==> src/rtl/sbc_pkg.sv <==
// Shared definitions for serial_bit_conditioner: debounce FSM encoding and
// synchronizer depth.
package sbc_pkg;

    typedef enum logic [1:0] {
        RELEASED     = 2'b00,
        PRESS_PEND   = 2'b01,
        PRESSED      = 2'b10,
        RELEASE_PEND = 2'b11
    } sbc_state_e;

    localparam int SYNC_DEPTH = 2;

endpackage

==> src/rtl/sbc_sync2.sv <==
// Two-flop synchronizer for one asynchronous level input; runs whenever
// rst_n is high, independent of any enable.
module sbc_sync2
    import sbc_pkg::*;
(
    input  logic clk,
    input  logic rst_n,
    input  logic d_i,
    output logic q_o
);

    logic [SYNC_DEPTH-1:0] sync_q;

    always_ff @(posedge clk or negedge rst_n) begin
        if (!rst_n) begin
            sync_q <= '0;
        end else begin
            sync_q <= {sync_q[SYNC_DEPTH-2:0], d_i};
        end
    end

    assign q_o = sync_q[SYNC_DEPTH-1];

endmodule

==> src/rtl/serial_bit_conditioner.sv <==
// Debounced push-button strobe that captures one serial data bit per press.
// Optional bit history shift register is built only with SBC_BIT_HISTORY_EN.
//
// state        | meaning
// RELEASED     | button idle, waiting for strobe high
// PRESS_PEND   | strobe high, counting stable cycles before accepting press
// PRESSED      | press accepted, waiting for strobe low
// RELEASE_PEND | strobe low, counting stable cycles before accepting release
module serial_bit_conditioner
    import sbc_pkg::*;
#(
    parameter int unsigned DEBOUNCE_CYCLES = 16
) (
    input  logic       clk,
    input  logic       rst_n,
    input  logic       ena,
    input  logic       data_in,
    input  logic       strobe_in,
    output logic       bit_valid,
    output logic       bit_out,
    output logic [2:0] bit_count,
    output logic [7:0] history
);

    localparam int CNT_W = $clog2(DEBOUNCE_CYCLES + 1);
    localparam logic [CNT_W-1:0] CNT_LAST = CNT_W'(DEBOUNCE_CYCLES - 1);

    logic data_s;
    logic strobe_s;

    sbc_sync2 u_sync_data (
        .clk   (clk),
        .rst_n (rst_n),
        .d_i   (data_in),
        .q_o   (data_s)
    );

    sbc_sync2 u_sync_strobe (
        .clk   (clk),
        .rst_n (rst_n),
        .d_i   (strobe_in),
        .q_o   (strobe_s)
    );

    sbc_state_e       state_q, state_d;
    logic [CNT_W-1:0] cnt_q, cnt_d;
    logic             valid_q, valid_d;
    logic             bit_q, bit_d;
    logic [2:0]       count_q, count_d;

    always_ff @(posedge clk or negedge rst_n) begin
        if (!rst_n) begin
            state_q <= RELEASED;
            cnt_q   <= '0;
            valid_q <= 1'b0;
            bit_q   <= 1'b0;
            count_q <= 3'd0;
        end else begin
            state_q <= state_d;
            cnt_q   <= cnt_d;
            valid_q <= valid_d;
            bit_q   <= bit_d;
            count_q <= count_d;
        end
    end

    // The counter is cleared on every state change, so it never exceeds CNT_LAST.
    always_comb begin
        state_d = state_q;
        cnt_d   = cnt_q;
        valid_d = 1'b0;
        bit_d   = bit_q;
        count_d = count_q;
        if (ena) begin
            case (state_q)
                RELEASED: begin
                    if (strobe_s) begin
                        state_d = PRESS_PEND;
                        cnt_d   = '0;
                    end
                end
                PRESS_PEND: begin
                    if (!strobe_s) begin
                        state_d = RELEASED;
                        cnt_d   = '0;
                    end else if (cnt_q == CNT_LAST) begin
                        state_d = PRESSED;
                        cnt_d   = '0;
                        valid_d = 1'b1;
                        bit_d   = data_s;
                        count_d = count_q + 3'd1;
                    end else begin
                        cnt_d = cnt_q + 1'b1;
                    end
                end
                PRESSED: begin
                    if (!strobe_s) begin
                        state_d = RELEASE_PEND;
                        cnt_d   = '0;
                    end
                end
                RELEASE_PEND: begin
                    if (strobe_s) begin
                        state_d = PRESSED;
                        cnt_d   = '0;
                    end else if (cnt_q == CNT_LAST) begin
                        state_d = RELEASED;
                        cnt_d   = '0;
                    end else begin
                        cnt_d = cnt_q + 1'b1;
                    end
                end
                default: begin
                    state_d = RELEASED;
                    cnt_d   = '0;
                end
            endcase
        end
    end

    assign bit_valid = valid_q;
    assign bit_out   = bit_q;
    assign bit_count = count_q;

`ifdef SBC_BIT_HISTORY_EN
    logic [7:0] hist_q, hist_d;

    always_comb begin
        hist_d = hist_q;
        if (valid_d) begin
            hist_d = {hist_q[6:0], bit_d};
        end
    end

    always_ff @(posedge clk or negedge rst_n) begin
        if (!rst_n) begin
            hist_q <= 8'h00;
        end else begin
            hist_q <= hist_d;
        end
    end

    assign history = hist_q;
`else
    assign history = 8'h00;
`endif

endmodule

==> config.mk <==
export PLATFORM = sky130hd
export DESIGN_NAME = serial_bit_conditioner
export DESIGN_NICKNAME = d
export VERILOG_FILES = /design/src/rtl/sbc_pkg.sv /design/src/rtl/sbc_sync2.sv /design/src/rtl/serial_bit_conditioner.sv
export SDC_FILE = /design/constraint.sdc
export NUM_CORES = 1
export LEC_CHECK = 0
export ABC_AREA = 1
export BUFFER_PORTS_ARGS = -buffer_cell sky130_fd_sc_hd__buf_4
export CAP_MARGIN = 10
export CORE_MARGIN = 2
export CORE_UTILIZATION = 55
export CTS_CLUSTER_SIZE = 28
export DETAILED_ROUTE_END_ITERATION = 12
export PLACE_DENSITY = 0.81
export SYNTH_ARGS = -nofsm -noshare
export SYNTH_HDL_FRONTEND = slang
export SYNTH_SLANG_ARGS = --single-unit
==> constraint.sdc <==
create_clock -name clk -period 3.43 [get_ports clk]
set_input_delay 0.343 -clock clk [delete_from_list [all_inputs] [get_ports clk]]
set_output_delay 0.343 -clock clk [all_outputs]
set_load 0.02 [all_outputs]
==> results_dict.tcl, run 1 <==
set metrics [dict create \
    numPortBuffers 9 \
    wl_met3_um 75 \
    fin_crit_sh_pct 38.3 \
    internal-power_uw 320 \
    wl_met1_um 619 \
    overflow 0 \
    netlist_area_sq_um 815 \
    ios 18 \
    diodes 0 \
    worst-setup-path-type "register to register" \
    power_frac_seq_pct 49.8 \
    synth.avg_cell_area_sq_um 8.40 \
    combinationalPowerShare_pct 25.6 \
    final-setup-viol-count 0 \
    initial_core_util_pct 60.3 \
    placementRows 13 \
    synth_top_area_cell "dfrtp_1" \
    hpwlAfterDp_um 1130 \
    critical_path.cell_chain "ha_1, nand3_2, nor2_4, nand3_1, nand2_1, o21ai_1" \
    critical_path.top_delay_family "simple AND/OR/NAND/NOR gates" \
    vias 622 \
    cts_buffers 3 \
    cp.buffers_inverters 0 \
    clockRootBuffer "clkbuf_4" \
    worstPathArrival_ns 1.49 \
    drive_gt1_share_pct 20.9 \
    setup_tns_ns 0 \
    reg2reg_slack_ns 2.12 \
    clkLatencyLatePin_ns 0.28 \
    track_usage_pct 18.1 \
    leakage_uw 0.000516 \
    skew_ns 0.000630 \
    detail_route.iter0.violations 19 \
    cts_sinks 16 \
    ys_seq_area_share_pct 49.2 \
    vdd_drop_max_v 0.000300 \
    ys_warn_count 0 \
    cp_slowest_cell "dfrtp_1" \
    grt_first_pass_wirelength_um 2430 \
    max_freq_ghz 0.762 \
    top_layer "met4" \
    synth_seq_cells 16 \
    die_w_um 42.5 \
    dieArea_sq_um 1800 \
    maxSlewViolCount 0 \
    grt_max_degree 17 \
    max_stage_delay_ns 0.42 \
    syn_inst 97 \
    fin_util_pct 67.7 \
    rsz0062_at_grt "no" \
    swShare_pct 35.6 \
    crit_path_end_kind "register" \
    p_per_area_nw_per_um2 543 \
    clkTransAtPathRegs_ns 0.09 \
    post_drt_wl_per_cell_um 11.5 \
    cp_max_fo 5 \
    vias_per_cell 4.98 \
    coreArea_sq_um 1350 \
    cts_buffer_depth 2 \
    hold_path_class "input port to register" \
    ant_nets 0 \
    gp_congestion 0.850 \
    cts_tree "yes" \
    cap_violations 0 \
    routed_wl_um 1440 \
    remaining_drc_errors 0 \
    status "finished, final reports clean" \
    htree_levels 1 \
    clock_power_share_pct 24.6 \
    start_kind "register" \
    grt_pass1_vias 542 \
    synth_cell_types 18 \
    final_nets 118 \
    drt_first_pass_iters 4 \
    syn2layout_area_growth_pct 12.1 \
    finalCriticalPeriod_ns 1.31 \
    fp.dieH_um 42.5 \
    netlist.area_leader.share_pct 49.2 \
    antenna_found_initial 0 \
    p_switching_uw 176 \
    synthTopCellsByArea "dfrtp_1 (49%), nand2_1 (13%), buf_4 (7.4%)" \
    dr_wl_met2_um 741 \
    crit_required_ns 3.61 \
    hold_viol 0 \
]
==> power groups by stage <==
stage	Clock [uW]	Combinational, uW	Sequential (uW)
after floorplan	0	104	242
after global placement	0	119	249
after detailed placement	0	125	251
after CTS	126	126	247
after global routing	135	146	255
final	122	127	247
==> layout make-up <==
class / count / area, sq um
Clock buffer: 4 / 36.3
Fill cell: 106 / 437
Inverter: 13 / 50.0
Multi-Input combinational cell: 67 / 330
Sequential cell: 16 / 400
Tap cell: 15 / 18.8
Timing Repair Buffer: 10 / 77.6
==> Yosys cell counts (all sizes together) <==
library cell  count
nand2            33
dfrtp            16
inv              12
nand3             9
buf               8
nor2              7
nand4             4
ha                2
xnor2             2
a21oi             1
clkinv            1
conb              1
o21ai             1
==> registers in the layout, summed over array words and instances, names as in the netlist, named ones only <==
name                  count
cnt_q                     5
bit_count                 3
bit_valid                 1
state_q                   1
bit_out                   1
u_sync_strobe.sync_q      2
u_sync_data.sync_q        2
==> worst paths after layout <==
| kind | startpoint | to | depth (start not counted) |
|---|---|---|---|
| max | cnt_q[0] | bit_count[2] | 6 |
| min | strobe_in | u_sync_strobe.sync_q[0] | 1 |
| max reg2reg | cnt_q[0] | bit_count[2] | 6 |
| min reg2reg | u_sync_strobe.sync_q[0] | u_sync_strobe.sync_q[1] | 0 |
| max in group asynchronous | rst_n | cnt_q[2] | 2 |
| min in group asynchronous | rst_n | cnt_q[1] | 2 |
==> timing repair <==
item	CTS	global route
endpoints found under the hold margin	16	0
buffers inserted	0	0
gates resized for setup	0	0
hold buffers	1	0
==> stage by stage <==
stage,area [sq um],worst slack (ns),total power [uW],instances,hold slack (ns)
3_5_place_dp,867,2.15,376,120,0.206
4_1_cts,913,2.13,499,125,0.153
2_1_floorplan,841,2.28,346,104,0.0474
6_report,913,2.12,496,125,0.160
3_3_place_gp,867,2.22,368,120,0.208
5_1_grt,913,2.05,536,125,0.144
==> cell families after synthesis <==
logic type	share of synthesized area, %
other	0.460
adder cells (fa/ha/maj)	3.07
AND/OR/NAND/NOR	30.4
XOR/XNOR	2.15
AO/OA/AOI/OAI	1.23
flip-flops	49.2
buffers and inverters	13.5
==> placed cells by master, fill, tap and decap left out <==
cell,synthesis,layout
inv_1,11,11
conb_1,1,8
inv_2,1,1
buf_4,8,9
ha_1,2,2
nand2_1,28,28
nand3_1,8,8
dlygate4sd3_1,0,1
nand2_2,5,5
clkinv_2,1,1
nor2_1,5,5
clkbuf_4,0,3
dfrtp_1,16,16
clkbuf_8,0,1
o21ai_1,1,1
xnor2_1,2,2
nor2_4,1,1
nand3_2,1,1
nand4_1,4,4
nor2_2,1,1
a21oi_1,1,1
==> metal layers <==
layer	global-route usage [%]	vias up
li1	-	313
met4	5.63	0
met5	0	-
met3	3.88	2
met2	29.8	24
met1	23.9	283
Note: power is estimated with default switching activity, not from simulation.
==> run 2, diff against run 1 <==
- CORE_UTILIZATION: 55 -> 46
- PLACE_DENSITY: 0.81 -> 0.72
- clock period: 3.43 -> 1.2 ns (I/O delays scaled with it)
==> run 2 against run 1 <==
The run now ends with negative setup slack left. Global-route usage shrank 2.8 points. First-iteration DRC count down 42%. Cell count is 7.2% higher. Non-clock buffer count increased by 7. Sequential share of layout area down 4.0 points. Count of clock-buffer cells in the layout unchanged. Highest routed layer unchanged. Via count up 2.3%. Cell area up 10%. Die area grew 18%. Clock power rose to 2.9 times the previous value.
==> results_dict.tcl, run 2 (synthesis gave the netlist of run 1 again) <==
set metrics [dict create \
    placementRows 15 \
    hold_path_class "input port to register" \
    initial_core_util_pct 48.2 \
    vdd_drop_max_v 0.000949 \
    fin_crit_sh_pct 101 \
    status "finished, violations left" \
    reg2reg_depth 6 \
    crit_start "cnt_q[1]" \
    htree_levels 1 \
    numPortBuffers 9 \
    swShare_pct 35.7 \
    worstPathArrival_ns 1.38 \
    final-setup-viol-count 1 \
    grt_max_degree 17 \
    nFillCells 147 \
    cts_buffer_depth 2 \
    crit_path_end_kind "register" \
    worst-path-stages 6 \
    final_area_sq_um 1010 \
    worst-setup-path-type "register to register" \
    overflow 0 \
    combinationalPowerShare_pct 31.7 \
    p_switching_uw 556 \
    cp_slowest_cell "dfrtp_1" \
    final_cell_mix "nand2_1 (28), dfrtp_1 (16), buf_4 (14)" \
    p_per_area_nw_per_um2 1550 \
    final_nets 125 \
    r2r_end "bit_count[2]" \
    track_usage_pct 15.3 \
    hpwlAfterDp_um 989 \
    r2r_start "cnt_q[1]" \
    antenna_found_initial 0 \
    violations "negative setup slack" \
    cts_buffers 3 \
    cts_tree "yes" \
    fp.dieH_um 46.1 \
    clkTransAtPathRegs_ns 0.09 \
    regMostFlops "cnt_q" \
    ios 18 \
    fin_ws_ns -0.00718 \
    post_drt_wl_per_cell_um 10.6 \
    start_kind "register" \
    diodes 0 \
    skew_ns 0.00577 \
    power_frac_seq_pct 45.2 \
    cp_max_fo 4 \
    drt_first_pass_iters 4 \
    finalCriticalPeriod_ns 1.21 \
    detail_route.iter0.violations 11 \
    reg2reg_slack_ns -0.007 \
    largest_register_ffs 5 \
    final_common_cell "nand2_1" \
    die_w_um 46.1 \
    drive_gt1_share_pct 28.2 \
    clockRootBuffer "clkbuf_4" \
    cts_sinks 16 \
    cp.buffers_inverters 0 \
    critical_path.top_delay_family "simple AND/OR/NAND/NOR gates" \
    grt_first_pass_wirelength_um 2270 \
    maxSlewViolCount 0 \
    clock_power_share_pct 23.0 \
    postPlaceCellArea_sq_um 885 \
    syn2layout_area_growth_pct 23.5 \
    remaining_drc_errors 0 \
    routed_wl_um 1430 \
    grt_pass1_vias 537 \
    clkLatencyLatePin_ns 0.29 \
    dieArea_sq_um 2120 \
    critical_path.cell_chain "ha_4, nand3_4, nor2_4, nand3_2, nand2_1, o21ai_1" \
    max_freq_ghz 0.828 \
    coreArea_sq_um 1690 \
    internal-power_uw 1000 \
    rsz0062_at_grt "yes" \
    leakage_uw 0.000559 \
    max_stage_delay_ns 0.43 \
    whs_ns 0.109 \
    cap_violations 0 \
    gp_congestion 0.785 \
    vias 636 \
    crit_required_ns 1.38 \
    vias_per_cell 4.75 \
    crit_end "bit_count[2]" \
    hold_viol 0 \
    ant_nets 0 \
]
-- run 2: cell count changes in the layout (fill, tap and decap cells not counted), sizes merged --
cell	before	now
buf	9	14
dlygate4sd3	1	3
-- run 2: worst min-delay path by stage --
stage | from | endpoint | slack, ns | cells past startpoint
detailed placement | rst_n | cnt_q[2] | -0.009 | 1
global placement | rst_n | cnt_q[2] | -0.01 | 1
finish | ena | cnt_q[3] | 0.11 | 3
global route | ena | bit_count[2] | 0.13 | 3
floorplan | rst_n | asynchronous set/reset pin | -0.18 | 0
CTS | ena | cnt_q[3] | 0.1 | 3
-- run 2: repair_timing --
action                                  4_1_cts  5_1_grt
hold buffers                                  3        0
cloned                                        0        0
resized for setup                             0        8
endpoints found under the setup margin        1       10
setup buffers                                 0        3
hold endpoints to repair                     18        0
pin swaps                                     0        5
-- run 2: stage by stage --
step                 TNS, ns  worst slack (ns)  total power [uW]  std cells  utilization, %
finish              -0.00718          -0.00718              1560        134            59.6
global route          -0.244           -0.0510              1670        134            59.6
CTS                 -0.00133          -0.00133              1470        131            56.3
detailed placement         0            0.0148              1100        124            52.4
global placement           0            0.0547              1090        124            52.4
floorplan                  0            0.0506               990        104               -
-- run 2: layout make-up --
type,instances,area [sq um],area share [%]
timing repair buffer,17,135,13.4
inverter,13,50.0,4.98
multi-input combinational,67,363,36.1
clock buffer,4,36.3,3.61
tap,17,21.3,2.11
sequential,16,400,39.8
-- run 2: worst reg2reg max path, cell delays in order (launching register included) --
cell and delay [ns]:
dfrtp_1 0.43, ha_4 0.19, nand3_4 0.09, nor2_4 0.19
nand3_2 0.09, nand2_1 0.07, o21ai_1 0.05
-- run 2: layer usage --
metal  up-vias  wire length, um  track usage [%]
met5         -                0                0
met4         0               12             6.86
met3         2               50             3.53
met2        16              729             24.2
met1       294              634             19.8
li1        324                -                -
-- run 2: power groups by stage --
stage               Sequential [uW]  Clock, uW  Combinational (uW)
global placement                695          0                 397
detailed placement              697          0                 406
finish                          705        359                 494
global route                    714        389                 566
floorplan                       692          0                 298
CTS                             687        367                 415
==> run 3, diff against run 2 <==
- CORE_UTILIZATION: 46 -> 45
- PLACE_DENSITY: 0.72 -> 0.71
- SYNTH_HIERARCHICAL: not set -> 1
==> run 3 against run 2 <==
The run now ends clean. Cell area decreased by 5.2%. Maximum frequency is 1.7% higher. Area after synthesis shrank 5.7%. Register-to-register slack better by 0.02 ns. Critical path type unchanged. Largest power group unchanged.
==> results_dict.tcl, run 3 <==
set metrics [dict create \
    grt_first_pass_wirelength_um 2090 \
    p_per_area_nw_per_um2 1590 \
    synth_ff_type "dfrtp_1" \
    netlist.area_leader.share_pct 52.1 \
    drt_first_pass_iters 4 \
    fp.dieH_um 45.3 \
    final_cell_mix "nand2_1 (19), dfrtp_1 (16), buf_4 (13)" \
    start_kind "register" \
    final-setup-viol-count 0 \
    htree_levels 1 \
    cts_buffer_depth 2 \
    netlist_area_sq_um 768 \
    rsz0062_at_grt "yes" \
    cts_buffers 3 \
    synth_cell_types 19 \
    worstPathArrival_ns 1.37 \
    hpwlAfterDp_um 879 \
    largest_register_ffs 5 \
    clockRootBuffer "clkbuf_4" \
    remaining_drc_errors 0 \
    fin_crit_sh_pct 98.9 \
    overflow 0 \
    whs_endpoint "cnt_q[0]" \
    crit_path_end_kind "register" \
    die_w_um 45.3 \
    ys_top_cells_by_count "nand2_1 (24), dfrtp_1 (16), inv_1 (10)" \
    hold_viol 0 \
    initial_core_util_pct 49.3 \
    skew_ns 0.00241 \
    final_common_cell "nand2_1" \
    leakage_uw 0.000526 \
    maxSlewViolCount 0 \
    ys_seq_area_share_pct 52.1 \
    r2r_start "u_sync_strobe/sync_q[1]" \
    cts_sinks 16 \
    numPortBuffers 9 \
    finalCriticalPeriod_ns 1.19 \
    grt_pass1_vias 521 \
    worst-setup-path-type "register to register" \
    syn_inst 89 \
    detail_route.iter0.violations 13 \
    vias 597 \
    async_reset_ff_share_pct 100 \
    dieArea_sq_um 2050 \
    clkLatencyLatePin_ns 0.28 \
    synth-edff-count 0 \
    post_drt_wl_per_cell_um 10.8 \
    fin_util_pct 61.2 \
    cp_max_fo 8 \
    synthTopCellsByArea "dfrtp_1 (52%), nand2_1 (12%), buf_4 (7.8%)" \
    antenna_found_initial 0 \
    fin_ws_ns 0.0130 \
    hold_depth 3 \
    gp_congestion 0.738 \
    reg2reg_slack_ns 0.01 \
    ant_nets 0 \
    cts_tree "yes" \
    ys_warn_count 6 \
    crit_required_ns 1.38 \
    synth_top_area_cell "dfrtp_1" \
    hp-start "ena" \
    syn2layout_area_growth_pct 24.1 \
    final_nets 116 \
    track_usage_pct 14.6 \
    regMostFlops "cnt_q" \
    vdd_drop_max_v 0.000932 \
    max_freq_ghz 0.842 \
    placementRows 14 \
    cap_violations 0 \
    synthMostInstantiatedCell "nand2_1" \
    diodes 0 \
    coreArea_sq_um 1560 \
    whs_ns 0.147 \
    grt_max_degree 17 \
    status "finished, final reports clean" \
    synth.avg_cell_area_sq_um 8.63 \
    drive_gt1_share_pct 29.6 \
    reg2reg_depth 8 \
    vias_per_cell 4.81 \
    ios 18 \
    dp_slack_ns 0.00742 \
    power_uw 1510 \
    clkTransAtPathRegs_ns 0.09 \
    hold_path_class "input port to register" \
    synth_seq_cells 16 \
    routed_wl_um 1340 \
]
[run 3: changes by cell type after synthesis, moves of 2 or more]
cell,previous run,this run
nand2_2,5,1
nand3_1,8,5
nand2_1,28,24
nor2_1,5,7
[run 3: cells by family (layout without fill, tap and decap cells)]
kind of cell    count (synthesis)  after routing  synth area share, %
simple gates                   42             42                 23.8
buf+inv                        21             33                 14.5
flops                          16             16                 52.1
compound gates                  5              5                 3.58
fa+ha+maj                       2              2                 3.26
xor+xnor                        2              2                 2.28
other cells                     1              8                0.488
[run 3: stage by stage]
step	TNS [ns]	instance area, sq um	instances
after CTS	0	891	120
after floorplan	0	795	96
final	0	953	124
after global placement	0	822	113
after detailed placement	0	822	113
after global routing	-0.338	953	124
[run 3: worst max path at each step]
stage / depth (start not counted) / slack [ns] / endpoint / startpoint
after floorplan: 7 / 0.10 / bit_count[1] / cnt_q[0]
after global placement: 7 / 0.03 / bit_count[1] / cnt_q[1]
after detailed placement: 7 / 0.007 / bit_count[1] / cnt_q[1]
after CTS: 6 / 0.006 / cnt_q[0] / cnt_q[1]
after global routing: 6 / -0.07 / register / cnt_q[1]
final: 8 / 0.01 / register / u_sync_strobe/sync_q[1]
[run 3: routing by layer]
layer	global-route usage [%]	vias to the layer above	share of wire [%]
li1	-	296	-
met1	19.1	276	45
met2	21.7	20	49
met3	3.60	5	4.1
met4	8.82	0	2.2
met5	0	-	0
[run 3: power by group]
| group | switching (uW) | internal, uW | total (uW) | leakage [uW] |
|---|---|---|---|---|
| sequential | 85.7 | 612 | 698 | 0.000208 |
| clock | 166 | 185 | 350 | 0.0000210 |
| combinational | 280 | 183 | 463 | 0.000297 |
| total | 532 | 980 | 1510 | 0.000526 |
[run 3: cell type report]
type | instances | area, sq um
Clock buffer | 4 | 36.3
Fill cell | 128 | 606
Inverter | 13 | 51.3
Multi-Input combinational cell | 59 | 318
Sequential cell | 16 | 400
Tap cell | 16 | 20.0
Timing Repair Buffer | 16 | 128
[run 3: timing repair]
| item | 4_1_cts | 5_1_grt |
|---|---|---|
| endpoints found under the hold margin | 18 | 0 |
| gates resized for setup | 1 | 9 |
| buffers inserted | 0 | 4 |
| setup endpoints to repair | 2 | 8 |
| gates cloned | 0 | 0 |
| pin swaps | 0 | 4 |
| hold buffers | 3 | 0 |
[run 3: worst max-delay path, cell delays in order, from the launching register on]
cell and delay, ns:
dfrtp_1 0.43, inv_1 0.10, nand2_2 0.06, nand3_2 0.11, nand2_4 0.07, inv_4 0.10
nand3_2 0.08, nand2_1 0.08, nand2_1 0.05
